==> config.mk <==
export PLATFORM = sky130hd
export DESIGN_NAME = tick_timer
export DESIGN_NICKNAME = d
export VERILOG_FILES = /design/src/rtl/tick_timer_pkg.sv /design/src/rtl/tick_prescaler.sv /design/src/rtl/tick_timer.sv
export SDC_FILE = /design/constraint.sdc
export NUM_CORES = 1
export LEC_CHECK = 0
export ABC_AREA = 1
export CORE_UTILIZATION = 53
export DETAILED_ROUTE_END_ITERATION = 8
export GPL_ROUTABILITY_DRIVEN = 0
export HOLD_SLACK_MARGIN = 0.06
export PLACE_DENSITY = 0.76
export SLEW_MARGIN = 40
export SYNTH_ARGS = -nofsm -noshare
export SYNTH_HDL_FRONTEND = slang
export SYNTH_SLANG_ARGS = --single-unit
export TNS_END_PERCENT = 30
==> constraint.sdc <==
create_clock -name clk -period 2.4 [get_ports clk]
set_input_delay 0.48 -clock clk [delete_from_list [all_inputs] [get_ports clk]]
set_output_delay 0.48 -clock clk [all_outputs]
set_load 0.05 [all_outputs]
==> src/rtl/tick_timer_pkg.sv <==
// tick_timer_pkg: shared constants and types for the tick_timer block.
//   - State encoding (IDLE=0, RUN=1, PAUSE=2, DONE=3) as an enum plus plain aliases.
//   - Count direction constants for the dir input.
package tick_timer_pkg;

  localparam int unsigned STATE_W = 2;

  typedef enum logic [STATE_W-1:0] {
    StIdle  = 2'd0,
    StRun   = 2'd1,
    StPause = 2'd2,
    StDone  = 2'd3
  } state_e;

  localparam state_e IDLE  = StIdle;
  localparam state_e RUN   = StRun;
  localparam state_e PAUSE = StPause;
  localparam state_e DONE  = StDone;

  localparam logic DIR_UP   = 1'b0;
  localparam logic DIR_DOWN = 1'b1;

endpackage

==> src/rtl/tick_prescaler.sv <==
// tick_prescaler: 32-bit free-running divider used to generate unit steps.
//   clk_i   system clock
//   rst_ni  asynchronous active-low reset
//   en_i    count enable; the counter holds its value while low
//   clr_i   synchronous clear to 0, wins over en_i
//   term_o  high in the cycle the counter sits at CLOCK_CYCLES-1 while enabled
module tick_prescaler #(
  parameter int unsigned CLOCK_CYCLES = 50_000_000
) (
  input  logic clk_i,
  input  logic rst_ni,
  input  logic en_i,
  input  logic clr_i,
  output logic term_o
);

  localparam logic [31:0] LastCnt = 32'(CLOCK_CYCLES - 1);

  logic [31:0] cnt_q, cnt_d;

  assign term_o = en_i && (cnt_q == LastCnt);

  always_comb begin
    cnt_d = cnt_q;
    if (clr_i) begin
      cnt_d = '0;
    end else if (en_i) begin
      cnt_d = term_o ? '0 : cnt_q + 32'd1;
    end
  end

  always_ff @(posedge clk_i or negedge rst_ni) begin
    if (!rst_ni) begin
      cnt_q <= '0;
    end else begin
      cnt_q <= cnt_d;
    end
  end

endmodule

==> src/rtl/tick_timer.sv <==
// tick_timer: prescaled up/down unit counter with run/pause/done control.
//   clk, rst (async active-low)
//   start, pause       level run/pause requests
//   clear              synchronous clear, wins over everything but reset
//   dir                0 = up, 1 = down
//   load, load_val     preset (honoured in IDLE and PAUSE)
//   tick               toggles on every unit step
//   step               one-cycle pulse per unit step
//   unit_count         current count
//   wrap               one-cycle pulse when the up count rolls over to 0
//   done               high while in DONE
//   state              IDLE=0, RUN=1, PAUSE=2, DONE=3
// Optional lap capture (lap, lap_count, lap_valid) is built when TICK_TIMER_LAP_EN is defined.
// All outputs come straight from flops.
module tick_timer
  import tick_timer_pkg::*;
#(
  parameter int unsigned CLOCK_CYCLES = 50_000_000,
  parameter int unsigned CNT_W        = 8,
  parameter int unsigned MAX_COUNT    = 59
) (
  input  logic               clk,
  input  logic               rst,
  input  logic               start,
  input  logic               pause,
  input  logic               clear,
  input  logic               dir,
  input  logic               load,
  input  logic [CNT_W-1:0]   load_val,
  output logic               tick,
  output logic               step,
  output logic [CNT_W-1:0]   unit_count,
  output logic               wrap,
  output logic               done,
`ifdef TICK_TIMER_LAP_EN
  input  logic               lap,
  output logic [CNT_W-1:0]   lap_count,
  output logic               lap_valid,
`endif
  output logic [STATE_W-1:0] state
);

  localparam logic [CNT_W-1:0] MaxCnt = CNT_W'(MAX_COUNT);

  state_e           state_q, state_d;
  logic [CNT_W-1:0] cnt_q, cnt_d;
  logic             tick_q, tick_d;
  logic             step_q, step_d;
  logic             wrap_q, wrap_d;
  logic             done_q, done_d;

  logic presc_en, presc_clr, presc_term;

  assign presc_en = (state_q == StRun);

  tick_prescaler #(
    .CLOCK_CYCLES(CLOCK_CYCLES)
  ) u_prescaler (
    .clk_i (clk),
    .rst_ni(rst),
    .en_i  (presc_en),
    .clr_i (presc_clr),
    .term_o(presc_term)
  );

  always_comb begin
    state_d   = state_q;
    cnt_d     = cnt_q;
    tick_d    = tick_q;
    step_d    = 1'b0;
    wrap_d    = 1'b0;
    presc_clr = 1'b0;

    if (clear) begin
      state_d   = StIdle;
      cnt_d     = '0;
      tick_d    = 1'b0;
      presc_clr = 1'b1;
    end else begin
      unique case (state_q)
        StIdle: begin
          presc_clr = 1'b1;
          if (load) cnt_d = load_val;
          if (start && !pause) state_d = StRun;
        end
        StRun: begin
          if (!start && !pause) begin
            state_d   = StIdle;
            cnt_d     = '0;
            presc_clr = 1'b1;
          end else if (dir == DIR_DOWN && cnt_q == '0) begin
            // Terminal down count: no step, park in DONE.
            state_d   = StDone;
            presc_clr = 1'b1;
          end else begin
            if (presc_term) begin
              step_d = 1'b1;
              tick_d = ~tick_q;
              if (dir == DIR_UP) begin
                // A preset above MaxCnt runs on to all-ones and wraps there.
                if (cnt_q == MaxCnt || cnt_q == '1) begin
                  cnt_d  = '0;
                  wrap_d = 1'b1;
                end else begin
                  cnt_d = cnt_q + CNT_W'(1);
                end
              end else begin
                cnt_d = cnt_q - CNT_W'(1);
              end
            end
            // A step landing in the pause cycle still completes above.
            if (start && pause) state_d = StPause;
          end
        end
        StPause: begin
          if (load) cnt_d = load_val;
          if (start && !pause) state_d = StRun;
        end
        StDone: begin
          cnt_d     = '0;
          presc_clr = 1'b1;
        end
        default: begin
          state_d   = StIdle;
          presc_clr = 1'b1;
        end
      endcase
    end

    done_d = (state_d == StDone);
  end

  always_ff @(posedge clk or negedge rst) begin
    if (!rst) begin
      state_q <= StIdle;
      cnt_q   <= '0;
      tick_q  <= 1'b0;
      step_q  <= 1'b0;
      wrap_q  <= 1'b0;
      done_q  <= 1'b0;
    end else begin
      state_q <= state_d;
      cnt_q   <= cnt_d;
      tick_q  <= tick_d;
      step_q  <= step_d;
      wrap_q  <= wrap_d;
      done_q  <= done_d;
    end
  end

  assign state      = state_q;
  assign unit_count = cnt_q;
  assign tick       = tick_q;
  assign step       = step_q;
  assign wrap       = wrap_q;
  assign done       = done_q;

`ifdef TICK_TIMER_LAP_EN
  logic [CNT_W-1:0] lap_count_q, lap_count_d;
  logic             lap_valid_q, lap_valid_d;

  always_comb begin
    lap_count_d = lap_count_q;
    lap_valid_d = lap_valid_q;
    if (clear) begin
      lap_count_d = '0;
      lap_valid_d = 1'b0;
    end else if (state_q == StRun && lap) begin
      lap_count_d = cnt_q;
      lap_valid_d = 1'b1;
    end
  end

  always_ff @(posedge clk or negedge rst) begin
    if (!rst) begin
      lap_count_q <= '0;
      lap_valid_q <= 1'b0;
    end else begin
      lap_count_q <= lap_count_d;
      lap_valid_q <= lap_valid_d;
    end
  end

  assign lap_count = lap_count_q;
  assign lap_valid = lap_valid_q;
`endif

endmodule

==> metrics.txt <==
status finished clean; largest net degree at the start of global routing between 40 and 50; Tmin final approximately 2200 ps; Slew HR 0.661; Syn. warnings 0; clock-pin slew on the worst setup and hold paths 100 ps; boundary pin count 29; # DRC 0; CP max FO 9; Crit path largest cell delay between 800 and 900 ps; Slew Viols, Final 0; first-pass GRT wire length around 14 mm; GRT Util Overall 0.264; CP arrival between 1500 and 2000 ps; RSZ-0062 raised after global routing no; slowest CP cell clkdlybuf4s50_1; Setup TNS Final 0 ps; count of final setup violators 0; initial antenna violation count 0; post-synth top area cell dfrtp_1; Root Buffer clkbuf_8; Num CTS Buffers 5; CP required between 1500 and 2000 ps; RR Endpoint u_prescaler.cnt_q[10]$_DFFE_PN0P_; Buffers on Ports 28; CTS tree yes; H-tree levels 2; Post-Syn Nets 524; synthesized area roughly 3300 um^2; Via density between 5 and 6; fillers between 500 and 600; r2r setup slk around 310 ps; Initial Util 0.558; Die X ~81 um; crit share post-route 0.919; Iter 0 DRT Violations 240; row count 28; top cells by count, synth nand2_1, nor2_1, inv_1; mean routed wirelength per cell ~13 um; CP startpoint kind flop; Critical Path Stages 1; fmax around 450 MHz; post-synth top area share 0.344; Final HPWL DP between 6 and 7 mm; routed wire length 8.02 mm; post-synthesis sequential area ratio 0.344; vias in the first global route ~3000; asr flop ratio synth 1.00; worst-path cell chain clkdlybuf4s50_1; post-synth cell types 32; Post-Synthesis Mean Instance Area about 6.7 um^2; layout cells sized above 1 0.0728; Syn Inst Count between 500 and 600; crit path to unit_count[2]; CP Class flop to output port; TritonRoute pass-1 iters 5; clk_skew around 11 ps; Leakage Power between 1.5 and 2 nW; CP bufs+invs 1; Die H 81.4 um; Clk Latency, worst-skew pair 310 ps; worst reg2reg path depth 8; Post-synth EDFFs 0; VDD IR max ~0.34 mV; Sink Count between 40 and 50; Worst-Margin Slew slightly above 500 ps; Max-Cap Viols 0; total gr overflow 0; CP Capture Type output port; CTS Buffer Depth 2; Fin. Hold Viols 0; most numerous cell in the Yosys netlist nand2_1; area delta synth->final 14.8%; synthesized flop and latch total 46; worst min path class input pin to asynchronous set/reset pin; antenna cells 0; Pwr per Cell Area 521 nW/um^2; Power Total approximately 2 mW; FF-to-FF Start state[0]$_DFF_PN0_; die footprint between 6000 and 7000 um^2; post-route ant nets 0; DR vias approximately 3300; delay-heaviest family, CP buffers and inverters; Core ar. 5990 um^2; Main synth FF type dfrtp_1; synth top area cells dfrtp_1, nand2_1, nor2_1; launch point of the worst path unit_count[2]$_DFFE_PN0P_; nets roughly 560
[state kept, by name (all words and copies together), names as in the netlist]
name,cells
done,1
unit_count,8
wrap,1
u_prescaler.cnt_q,32
step,1
tick,1
state,2
[stage by stage]
step           hold slack [ps]  instance area (um^2)  setup WS (ps)  cells  utilization
2_1_floorplan              184                  3340            146    502            -
3_3_place_gp               480                  3720            228    603        0.620
3_5_place_dp               485                  3720            140    603        0.620
4_1_cts                    145                  3830            183    611        0.639
5_1_grt                    161                  3840           92.1    611        0.641
6_report                   138                  3840            194    611        0.641
[how the worst min path moves through the flow]
stage                                         to  slack, ps  startpoint  cells past startpoint
2_1_floorplan                     done$_DFF_PN0_        180         rst                      0
3_3_place_gp    u_prescaler.cnt_q[8]$_DFFE_PN0P_        480         rst                      2
3_5_place_dp    u_prescaler.cnt_q[8]$_DFFE_PN0P_        480         rst                      2
4_1_cts         u_prescaler.cnt_q[8]$_DFFE_PN0P_        150         rst                      2
5_1_grt        u_prescaler.cnt_q[13]$_DFFE_PN0P_        160         rst                      2
6_report        u_prescaler.cnt_q[2]$_DFFE_PN0P_        140         rst                      2
[layout by cell type, fill, tap and decap left out, types with 7 or more instances in the layout]
cell	n
dfrtp_1	46
o21ai_0	17
nor2_1	89
xor2_1	24
clkdlybuf4s50_1	27
ha_1	7
nand3_1	51
nand2_1	131
inv_1	56
a21oi_1	7
nor2_2	11
nand4_1	14
nor3_1	15
[metal layers]
metal,part of all wire,global-route usage,up-vias
met5,0,0,-
met4,0.013,0.0714,0
met3,0.054,0.0404,12
met2,0.46,0.434,124
met1,0.47,0.357,1491
li1,-,-,1648
[timing repair]
| action | 4_1_cts | 5_1_grt |
|---|---|---|
| setup buffers | 0 | 0 |
| endpoints found under the hold margin | 0 | 0 |
| resized for setup | 0 | 1 |
| setup endpoints to repair | 0 | 2 |
| hold buffers | 0 | 0 |
[cell families (layout without fill, tap and decap cells)]
logic type,after synthesis,in the layout,share of synthesized area
AO/OA/AOI/OAI,31,31,0.0562
flip-flops,46,46,0.344
AND/OR/NAND/NOR,325,325,0.423
buffers and inverters,67,101,0.0820
adder cells (fa/ha/maj),7,7,0.0262
XOR/XNOR,26,26,0.0681
[layout make-up]
type                    count  area, um^2  area share
flip-flops and latches     46        1150       0.300
multi-input cells         389        1920       0.501
clock inverters             3        45.0      0.0117
well taps                  75        93.8      0.0245
repair buffers             34         333      0.0867
clock buffers               5        68.8      0.0179
inverters                  59         221      0.0577
[power breakdown]
part / switching [mW] / internal, mW
Clock: 0.285 / 0.310
Combinational: 0.358 / 0.185
Sequential: 0.0557 / 0.805
Note: power is estimated with default switching activity, not from simulation.
==> RTL edit (same settings) <==
Register the output `unit_count` once more, cleared by the reset; this adds one clock of latency there. The other outputs are not delayed to match.
--- a/src/rtl/tick_timer.sv
+++ b/src/rtl/tick_timer.sv
@@ -149,7 +149,13 @@
   end
 
   assign state      = state_q;
-  assign unit_count = cnt_q;
+  always_ff @(posedge clk or negedge rst) begin
+    if (!rst) begin
+      unit_count <= '0;
+    end else begin
+      unit_count <= cnt_q;
+    end
+  end
   assign tick       = tick_q;
   assign step       = step_q;
   assign wrap       = wrap_q;
Formal check against the unedited RTL: not equivalent (a bounded check fails within 4 cycles, from zero or initial values and one cycle with rst low).
==> RTL edit against the unedited design <==
- the flow now finishes with violations (DRC)
- design area increased by 5.5%
- register-to-register slack improved by 0.08 ns
- worst setup slack gained 0.076 ns
- wire length about the same
- combinational power hardly changed
- hold slack got worse by 0.021 ns
- synthesized cell count down 0.40%
- clock skew is 0.0020 ns higher
- fmax increased by 3.6%
- sequential cell count grew 8
- power increased by 11%
- synthesized area grew 7.0%
- first-iteration DRC count shrank 43%
- via count is 0.34% higher
==> RTL edit: results (changes against the unedited design) <==
Global routing
  • First-pass GRT wire length: 14.1 mm (was 13.5 mm)
  • Largest net degree at the start of global routing: 27 (was 47)
  • Tot GR Track Use: 0.245 (was 0.264)
  • Initial antenna violation count: 0 (unchanged)
  • Vias in the first global route: 3,130 (was 2,966)

Critical path
  • Max stage delay on crit path: 0.85 ns (was 0.87 ns)
  • Delay-heaviest family, CP: buffers and inverters (unchanged)
  • Kind of critical path: reg -> out (unchanged)
  • Worst r2r src: state[0] (unchanged)
  • Slowest cell on the critical path: clkdlybuf4s50_1 (unchanged)
  • Crit-path max FO: 6 (was 9)

Synthesis
  • Sequential fraction of the synthesis area: 0.378 (was 0.344)
  • Post-synth top cells: nand2_1 (133), nor2_1 (90), dfrtp_1 (54) (was nand2_1 (131), nor2_1 (89), inv_1 (56))
  • Mapped Nets: 522 (was 524)
  • Netlist cell types: 38 (was 32)
  • Ys Warns: 0 (unchanged)
  • Largest cells by area after synthesis: dfrtp_1 (38%), nand2_1 (14%), nor2_1 (9.4%) (was dfrtp_1 (34%), nand2_1 (15%), nor2_1 (10%))
  • Async set-reset flop share out of synthesis: 1.00 (unchanged)

Status
  • Status: finished with violations (was finished clean)
  • Failing checks: DRC

CTS
  • Htree depth: 2 (unchanged)
  • Post_cts resized: 0 (unchanged)
  • Setup Fix Bufs, Post-CTS: 0 (unchanged)
  • TritonCTS Buffers: 5 (unchanged)
  • Clock Root Buffer: clkbuf_8 (unchanged)
  • Reg clk slew, reported paths: around 0.11 ns
  • Max Root-Sink Buffers: 2 (unchanged)
  • Clock Latency Late Sink: around 0.32 ns

Finish
  • Ant diodes: 0 (unchanged)
  • # fillers: 589 (was 541)
  • Layout cell share with drive strength beyond 1: 0.0824 (was 0.0728)
  • Nets: 555 (was 557)
  • Largest regs: u_prescaler.cnt_q x32, cnt_q x8, unit_count x8

Min path
  • Worst hold path class: in -> async (unchanged)

Placed design
  • Final HPWL DP: 6.10 mm (was 6.09 mm)
  • Port-buffer cells: 28 (unchanged)

Power and ir drop
  • Leakage: 1.76 nW (was 1.69 nW)
  • Peak VDD IR: 0.330 mV (was 0.343 mV)

Detailed routing
  • Vias: 3,286 (was 3,275)
  • DR iter-0 viols: 136 (was 240)
  • DRC viols: 7 (was 0)
  • DRT Pass-1 Iters: 7 (was 5)
  • DR WL/cell: 13.1 µm (about the same)

STA
  • Setup Skew: 0.0129 ns (was 0.0109 ns)
  • Relative slew slack: 0.652 (was 0.661)
==> RTL edit: cells by family (layout without fill, tap and decap cells) <==
family	Yosys count	after routing	synth area share
xor+xnor	25	25	0.0612
simple gates	316	316	0.400
compound gates	39	39	0.0647
buf+inv	59	93	0.0717
flops	54	54	0.378
fa+ha+maj	7	7	0.0245
==> RTL edit: through the flow <==
stage,std cells,setup WS [ns],utilization,area [µm²]
floorplan,500,0.251,-,3580
global placement,603,0.262,0.612,3930
detailed placement,603,0.176,0.612,3930
CTS,611,0.266,0.630,4050
global route,611,0.220,0.630,4050
finish,611,0.270,0.630,4050
==> RTL edit: where the power goes <==
group          switching (mW)  total, mW  leakage, nW  internal (mW)
combinational           0.362      0.545        0.964          0.183
sequential             0.0652       1.03        0.738          0.962
clock                   0.323      0.642       0.0591          0.319
==> RTL edit: routing by layer <==
metal  vias to the layer above  share of wire  global-route usage
li1                       1671              -                   -
met1                      1519           0.46               0.331
met2                        86           0.48               0.407
met3                        10          0.050              0.0383
met4                         0          0.012              0.0752
met5                         -              0                   0
==> RTL edit: cell type report <==
| cell class | count | area [µm²] | share of cell area |
|---|---|---|---|
| Timing Repair Buffer | 35 | 328 | 0.0810 |
| Multi-Input combinational cell | 387 | 1970 | 0.486 |
| Inverter | 50 | 188 | 0.0464 |
| Clock inverter | 3 | 47.5 | 0.0117 |
| Sequential cell | 54 | 1350 | 0.334 |
| Tap cell | 77 | 96.3 | 0.0238 |
| Clock buffer | 5 | 68.8 | 0.0170 |
==> RTL edit: final timing paths <==
| check | end | slack (ns) | cells after the start |
|---|---|---|---|
| max | state[0] | 0.27 | 1 |
| min | u_prescaler.cnt_q[27] | 0.12 | 1 |
| max reg2reg | u_prescaler.cnt_q[13] | 0.39 | 7 |
| min reg2reg | unit_count[0] | 0.45 | 0 |
| max in group asynchronous | u_prescaler.cnt_q[28] | 1.67 | 2 |
| min in group clk | unit_count[0] | 0.45 | 0 |
